===== config.mk =====
export PLATFORM = sky130hd
export DESIGN_NAME = rp_decoupler
export DESIGN_NICKNAME = d
export VERILOG_FILES = /design/src/rtl/rp_decoupler_pkg.sv /design/src/rtl/rp_decoupler_axis_gate.sv /design/src/rtl/rp_decoupler.sv
export SDC_FILE = /design/constraint.sdc
export NUM_CORES = 1
export LEC_CHECK = 0
export ABC_CLOCK_PERIOD_IN_PS = 3200
export BUFFER_PORTS_ARGS = -buffer_cell sky130_fd_sc_hd__buf_4
export CAP_MARGIN = 10
export CORE_MARGIN = 3
export CORE_UTILIZATION = 41
export DETAILED_ROUTE_END_ITERATION = 16
export PLACE_DENSITY = 0.71
export SETUP_SLACK_MARGIN = 0.2
export SYNTH_ARGS = -nofsm -noshare
export SYNTH_HDL_FRONTEND = slang
export SYNTH_SLANG_ARGS = --single-unit

===== constraint.sdc =====
create_clock -name clk -period 3.2 [get_ports clk]
set_input_delay 0.16 -clock clk [delete_from_list [all_inputs] [get_ports clk]]
set_output_delay 0.16 -clock clk [all_outputs]
set_load 0.05 [all_outputs]

===== src/rtl/rp_decoupler_pkg.sv =====
// Shared state encoding and default parameter values for the
// partial-reconfiguration decoupler.
package rp_decoupler_pkg;

    typedef logic [1:0] rp_state_t;

    localparam rp_state_t StActive    = 2'd0;
    localparam rp_state_t StDraining  = 2'd1;
    localparam rp_state_t StDecoupled = 2'd2;

    localparam int unsigned DefNumChannels   = 4;
    localparam int unsigned DefDataWidth     = 8;
    localparam int unsigned DefMaxOutstanding = 16;
    localparam int unsigned DefDrainTimeout  = 65535;

endpackage


===== src/rtl/rp_decoupler_axis_gate.sv =====
// One AXI-Stream channel: tracks whether a frame is open and gates the
// valid/ready handshake according to the decoupler state.
module rp_decoupler_axis_gate
    import rp_decoupler_pkg::*;
(
    input  logic      clk,
    input  logic      rst_n,
    input  rp_state_t state,
    input  logic      clear,
    input  logic      s_tvalid,
    input  logic      s_tlast,
    input  logic      m_tready,
    output logic      m_tvalid,
    output logic      s_tready,
    output logic      at_boundary
);

    logic in_frame_q;
    logic in_frame_d;
    logic pass;
    logic xfer;

    // While draining, only a channel with an open frame may finish it.
    assign pass = (state == StActive) || ((state == StDraining) && in_frame_q);

    assign m_tvalid    = s_tvalid & pass;
    assign s_tready    = m_tready & pass;
    assign xfer        = s_tvalid & m_tready & pass;
    assign at_boundary = ~in_frame_q;

    always_comb begin
        in_frame_d = in_frame_q;
        if (clear) begin
            in_frame_d = 1'b0;
        end else if (xfer) begin
            in_frame_d = ~s_tlast;
        end
    end

    always_ff @(posedge clk or negedge rst_n) begin
        if (!rst_n) begin
            in_frame_q <= 1'b0;
        end else begin
            in_frame_q <= in_frame_d;
        end
    end

endmodule


===== src/rtl/rp_decoupler.sv =====
// Decouples a reconfigurable partition: drains open stream frames and AXI
// bursts on request, then isolates the partition until the request drops.
module rp_decoupler
    import rp_decoupler_pkg::*;
#(
    parameter int unsigned C_NUM_CHANNELS    = DefNumChannels,
    parameter int unsigned C_DATA_WIDTH      = DefDataWidth,
    parameter int unsigned C_MAX_OUTSTANDING = DefMaxOutstanding,
    parameter int unsigned C_DRAIN_TIMEOUT   = DefDrainTimeout
) (
    input  logic                                   clk,
    input  logic                                   rst_n,
    input  logic                                   shutdown_req,
    output logic                                   shutdown_ack,
    output logic                                   active,
    output logic                                   drain_timeout,
    input  logic [C_NUM_CHANNELS*C_DATA_WIDTH-1:0] s_axis_tdata,
    input  logic [C_NUM_CHANNELS-1:0]              s_axis_tuser,
    input  logic [C_NUM_CHANNELS-1:0]              s_axis_tlast,
    input  logic [C_NUM_CHANNELS-1:0]              s_axis_tvalid,
    output logic [C_NUM_CHANNELS-1:0]              s_axis_tready,
    output logic [C_NUM_CHANNELS*C_DATA_WIDTH-1:0] m_axis_tdata,
    output logic [C_NUM_CHANNELS-1:0]              m_axis_tuser,
    output logic [C_NUM_CHANNELS-1:0]              m_axis_tlast,
    output logic [C_NUM_CHANNELS-1:0]              m_axis_tvalid,
    input  logic [C_NUM_CHANNELS-1:0]              m_axis_tready,
    input  logic                                   s_axi_arvalid,
    input  logic                                   s_axi_awvalid,
    output logic                                   s_axi_arready,
    output logic                                   s_axi_awready,
    output logic                                   m_axi_arvalid,
    output logic                                   m_axi_awvalid,
    input  logic                                   m_axi_arready,
    input  logic                                   m_axi_awready,
    input  logic                                   axi_rvalid,
    input  logic                                   axi_rready,
    input  logic                                   axi_rlast,
    input  logic                                   axi_bvalid,
    input  logic                                   axi_bready
);

    localparam int unsigned CntW    = $clog2(C_MAX_OUTSTANDING + 1);
    localparam int unsigned ToW     = (C_DRAIN_TIMEOUT > 0) ? $clog2(C_DRAIN_TIMEOUT + 1) : 1;
    localparam int unsigned ToLimit = (C_DRAIN_TIMEOUT > 0) ? C_DRAIN_TIMEOUT - 1 : 0;
    localparam logic [CntW-1:0] CntMax = CntW'(C_MAX_OUTSTANDING);
    localparam logic [ToW-1:0]  ToLast = ToW'(ToLimit);

    rp_state_t           state_q, state_d;
    logic                active_q, ack_q, timeout_q, timeout_d;
    logic [CntW-1:0]     rd_count_q, rd_count_d, wr_count_q, wr_count_d;
    logic [ToW-1:0]      to_cnt_q, to_cnt_d;
    logic [C_NUM_CHANNELS-1:0] boundary;
    logic                ar_open, aw_open, rd_inc, rd_dec, wr_inc, wr_dec;
    logic                drain_done, to_hit, start_drain;

    for (genvar ch = 0; ch < C_NUM_CHANNELS; ch++) begin : g_ch
        rp_decoupler_axis_gate u_gate (
            .clk         (clk),
            .rst_n       (rst_n),
            .state       (state_q),
            .clear       (to_hit),
            .s_tvalid    (s_axis_tvalid[ch]),
            .s_tlast     (s_axis_tlast[ch]),
            .m_tready    (m_axis_tready[ch]),
            .m_tvalid    (m_axis_tvalid[ch]),
            .s_tready    (s_axis_tready[ch]),
            .at_boundary (boundary[ch])
        );
    end

    // Payload sidebands are never gated; only the handshake is.
    assign m_axis_tdata = s_axis_tdata;
    assign m_axis_tuser = s_axis_tuser;
    assign m_axis_tlast = s_axis_tlast;

    assign ar_open       = (state_q == StActive) && (rd_count_q < CntMax);
    assign aw_open       = (state_q == StActive) && (wr_count_q < CntMax);
    assign m_axi_arvalid = s_axi_arvalid & ar_open;
    assign s_axi_arready = m_axi_arready & ar_open;
    assign m_axi_awvalid = s_axi_awvalid & aw_open;
    assign s_axi_awready = m_axi_awready & aw_open;

    assign rd_inc = s_axi_arvalid & m_axi_arready & ar_open;
    assign rd_dec = axi_rvalid & axi_rready & axi_rlast & (rd_count_q != '0);
    assign wr_inc = s_axi_awvalid & m_axi_awready & aw_open;
    assign wr_dec = axi_bvalid & axi_bready & (wr_count_q != '0);

    assign start_drain = (state_q == StActive) && shutdown_req;
    assign drain_done  = (&boundary) && (rd_count_q == '0) && (wr_count_q == '0);
    assign to_hit      = (C_DRAIN_TIMEOUT != 0) && (state_q == StDraining) &&
                         (to_cnt_q == ToLast);

    always_comb begin
        state_d = state_q;
        case (state_q)
            StActive:    if (shutdown_req) state_d = StDraining;
            StDraining:  if (drain_done || to_hit) state_d = StDecoupled;
            StDecoupled: if (!shutdown_req) state_d = StActive;
            default:     state_d = StActive;
        endcase
    end

    always_comb begin
        rd_count_d = rd_count_q;
        wr_count_d = wr_count_q;
        if (to_hit) begin
            rd_count_d = '0;
            wr_count_d = '0;
        end else begin
            if (rd_inc && !rd_dec) rd_count_d = rd_count_q + 1'b1;
            if (rd_dec && !rd_inc) rd_count_d = rd_count_q - 1'b1;
            if (wr_inc && !wr_dec) wr_count_d = wr_count_q + 1'b1;
            if (wr_dec && !wr_inc) wr_count_d = wr_count_q - 1'b1;
        end
    end

    always_comb begin
        to_cnt_d  = to_cnt_q;
        timeout_d = timeout_q;
        if (start_drain) begin
            to_cnt_d  = '0;
            timeout_d = 1'b0;
        end else if (to_hit) begin
            timeout_d = 1'b1;
        end else if (state_q == StDraining) begin
            to_cnt_d = to_cnt_q + 1'b1;
        end
    end

    always_ff @(posedge clk or negedge rst_n) begin
        if (!rst_n) begin
            state_q    <= StActive;
            active_q   <= 1'b1;
            ack_q      <= 1'b0;
            timeout_q  <= 1'b0;
            rd_count_q <= '0;
            wr_count_q <= '0;
            to_cnt_q   <= '0;
        end else begin
            state_q    <= state_d;
            active_q   <= (state_d == StActive);
            ack_q      <= (state_d == StDecoupled);
            timeout_q  <= timeout_d;
            rd_count_q <= rd_count_d;
            wr_count_q <= wr_count_d;
            to_cnt_q   <= to_cnt_d;
        end
    end

    assign active        = active_q;
    assign shutdown_ack  = ack_q;
    assign drain_timeout = timeout_q;

endmodule


==> metrics.md <==
| Metric | Value |
|---|---|
| Required @ worst endpoint | 3.41 ns |
| Startpoint Class | flop |
| Global Route Usage Sum | 0.133 |
| Total global routing overflow | 0 |
| Summed instance area of the synthesized netlist | 2520 µm² |
| Cell Pwr Density | 711 nW/µm² |
| Clock tree skew after final layout | 0.00482 ns |
| Fraction of layout instances using a drive strength above 1 | 0.222 |
| Syn avg cell area | 8.79 µm² |
| First-pass GRT wire length | 7890 µm |
| Unrepaired setup endpoints after global routing | no |
| Area taken by multi-input logic gates | 1230 µm² |
| DIE WIDTH | 84.4 µm |
| Final GP Congestion | 0.862 |
| Type of destination of the critical path | flop |
| TritonCTS sink count | 35 |
| Die area | 7130 µm² |
| Detailed router's first-iteration violation count | 70 |
| Antenna Cells | 0 |
| Fraction of registers with async set or reset after synthesis | 1.00 |
| Headroom to the max-slew limit | 0.714 |
| Starting Density | 0.439 |
| Proportion of synthesized chip area in sequential cells | 0.348 |
| Register-to-register path setup slack | 0.44 ns |
| EDFF count, synth | 0 |
| Clock tree from TritonCTS | done |
| 1st-pass router iterations | 4 |
| Core Region | 5740 µm² |
| Clock latency reported for the late side of the worst-skew pair | 0.28 ns |
| Postcts setup bufs | 0 |
| Number of H-tree branching levels | 2 |
| Total number of nets in the final design | 353 |
| Time the final worst path needs with I/O delays and setup | 2.76 ns |
| Number of standard cells in the final layout excluding fillers | 356 |
| Run status | complete, no violations |
| Number of buffers added by the clock tree synthesis step | 5 |
| Primary flip-flop cell chosen by synthesis mapping | sky130_fd_sc_hd__dfrtp_1 |
| Number of buffers on the longest clock path | 2 |
| Slew of the pin with the lowest slew margin | 0.430 ns |
| CP max FO | 9 |
| Leakage power | 0.00118 µW |
| Detailed-route DRC error count | 0 |
| Root Buffer Master | sky130_fd_sc_hd__clkbuf_8 |
| DP Cell Count | 347 |
| Worst Slack Setup Final | 0.435 ns |
| Post-Route WL | 4710 µm |
| Pins Over Slew Limit | 0 |
| Final hold violation count | 0 |
| Max Cap Violations | 0 |
| Placement-stage worst setup slack | 0.321 ns |
| Pin count of the biggest net entering global routing | 36 |
| Yosys warning total | 0 |
| Number of antenna violations at the first check in global routing | 0 |
| Top Ports | 115 |
| Count of state elements after synthesis | 35 |
| Total of fill cells in the finished design | 550 |
| Detailed-route via count | 1,898 |
| Count of final setup violators | 0 |
| Total nets after synthesis | 357 |
| Post-Syn Instances | 287 |
| Overall die height | 84.4 µm |
| Via-to-Cell Ratio | 5.33 |
| Placed wire-length estimate | 3580 µm |
| Average wire length per cell after detail routing | 13.2 µm |
| Count of different cell masters after synthesis | 47 |
| Remaining antenna violation count after routing | 0 |
| Cell Rows | 27 |
| Type of the worst setup path | flop to flop |
| Arrival time of the worst setup path | 2.97 ns |
| Highest attainable clock frequency | 0.362 GHz |
| Setup TNS Final | 0 ns |
| Via count of the first global-routing pass | 1,772 |
| Sequential cell area in the final layout | 877 µm² |
| Path class of the lowest-slack min-delay path | input port to flop |
| IO buf count | 42 |
| Area growth, synth to finish | 5.16% |
| Final cycle utilization of the critical path | 0.864 |
| CTS clock-pin slew for the worst setup and hold paths | 0.07 ns |
| Worst IR Drop VDD | 0.000388 V |
per-stage QoR:
step | power, µW | hold WS (ns) | cell area (µm²) | utilization
after detailed placement | 1580 | 0.140 | 2550 | 0.444
after global placement | 1560 | 0.140 | 2550 | 0.444
after global routing | 2040 | 0.0693 | 2650 | 0.462
final | 1890 | 0.0734 | 2650 | 0.462
after floorplan | 1510 | -0.136 | 2520 | -
after CTS | 1900 | 0.0675 | 2640 | 0.460
cells by family (layout without fill, tap and decap cells):
group | count (synthesis) | count (layout) | share of synthesized area
compound gates | 58 | 58 | 0.148
xor+xnor | 15 | 15 | 0.0521
fa+ha+maj | 10 | 10 | 0.0496
buf+inv | 64 | 61 | 0.170
flops | 35 | 35 | 0.348
mux | 4 | 4 | 0.0169
simple gates | 101 | 101 | 0.216
cells in the final DEF (no fill, tap or decap), types with 5 or more instances in the layout:
cell type	synthesis	routed
sky130_fd_sc_hd__or3_1	5	5
sky130_fd_sc_hd__nor3_1	10	10
sky130_fd_sc_hd__xor2_1	8	8
sky130_fd_sc_hd__inv_1	7	7
sky130_fd_sc_hd__ha_1	10	10
sky130_fd_sc_hd__dfrtp_1	34	34
sky130_fd_sc_hd__nor2_1	27	27
sky130_fd_sc_hd__xnor2_1	7	7
sky130_fd_sc_hd__clkbuf_8	0	5
sky130_fd_sc_hd__buf_4	48	45
sky130_fd_sc_hd__and2_1	12	11
sky130_fd_sc_hd__o21ai_0	12	12
sky130_fd_sc_hd__nand2_1	15	15
sky130_fd_sc_hd__a21oi_1	20	20
sky130_fd_sc_hd__nor4_1	6	6
power by group:
group | total (µW) | internal (µW) | switching [µW] | leakage, µW
logic | 839 | 351 | 488 | 0.000698
registers | 743 | 579 | 164 | 0.000438
clock network | 304 | 153 | 151 | 0.0000422
flip-flops by register name, summed over array words and instances, names as in the netlist:
register and cells:
wr_count_q 5, g_ch.u_gate.in_frame_q 4, shutdown_ack 1, drain_timeout 1
state_q 2, active 1, rd_count_q 5, to_cnt_q 16
cell usage after synthesis (all sizes together), types with 3 or more instances:
cell	number	share of area
buf	51	0.15
dfrtp	34	0.34
nor2	27	0.040
a21oi	20	0.040
nand2	15	0.022
o21ai	14	0.028
and2	13	0.033
nor3	11	0.026
ha	10	0.050
xor2	8	0.028
inv	7	0.010
xnor2	7	0.024
clkbuf	6	0.0089
nor4	6	0.015
or3	5	0.012
a211oi	4	0.012
a311oi	4	0.014
nand2b	4	0.0099
nand3	4	0.0079
nand4	4	0.012
nor2b	4	0.0099
a31oi	3	0.0099
nor3b	3	0.0089
routing by layer:
layer	vias to the layer above	track usage	wire length [µm]
met4	0	0.0532	65
met3	15	0.0393	239
met1	888	0.162	2130
li1	955	-	-
met5	-	0	0
met2	40	0.220	2270
path summary, 6_finish.rpt:
check | depth (start not counted) | start | to
worst min register to register | 2 | drain_timeout | drain_timeout
worst max register to register | 11 | rd_count_q[1] | rd_count_q[4]
min in group asynchronous | 2 | rst_n | to_cnt_q[5]
worst max-delay path | 11 | rd_count_q[1] | rd_count_q[4]
worst min-delay path | 2 | m_axis_tready[3] | g_ch[3].u_gate.in_frame_q
max in group asynchronous | 2 | rst_n | active
area by class of cell:
type	count	area share
clock buffer	7	0.0288
tap	72	0.0340
multi-input combinational	188	0.464
inverter	7	0.00991
sequential	35	0.331
timing repair buffer	46	0.131
clock inverter	1	0.00189
critical path: stages (launching register included):
cell,delay (ns)
sky130_fd_sc_hd__dfrtp_1,0.43
sky130_fd_sc_hd__nor2_1,0.16
sky130_fd_sc_hd__nor4b_2,0.30
sky130_fd_sc_hd__nor2_1,0.12
sky130_fd_sc_hd__ha_1,0.33
sky130_fd_sc_hd__xor2_1,0.18
sky130_fd_sc_hd__ha_1,0.22
sky130_fd_sc_hd__a211o_1,0.28
sky130_fd_sc_hd__a21oi_1,0.14
sky130_fd_sc_hd__a211oi_1,0.06
sky130_fd_sc_hd__or3_1,0.31
sky130_fd_sc_hd__a21oi_1,0.15
repair_timing:
action | CTS | global route
gates resized for setup | 0 | 2
endpoints found under the hold margin | 34 | 0
setup endpoints to repair | 0 | 3
hold buffers | 1 | 0
Power figures use the tool's default switching activity.
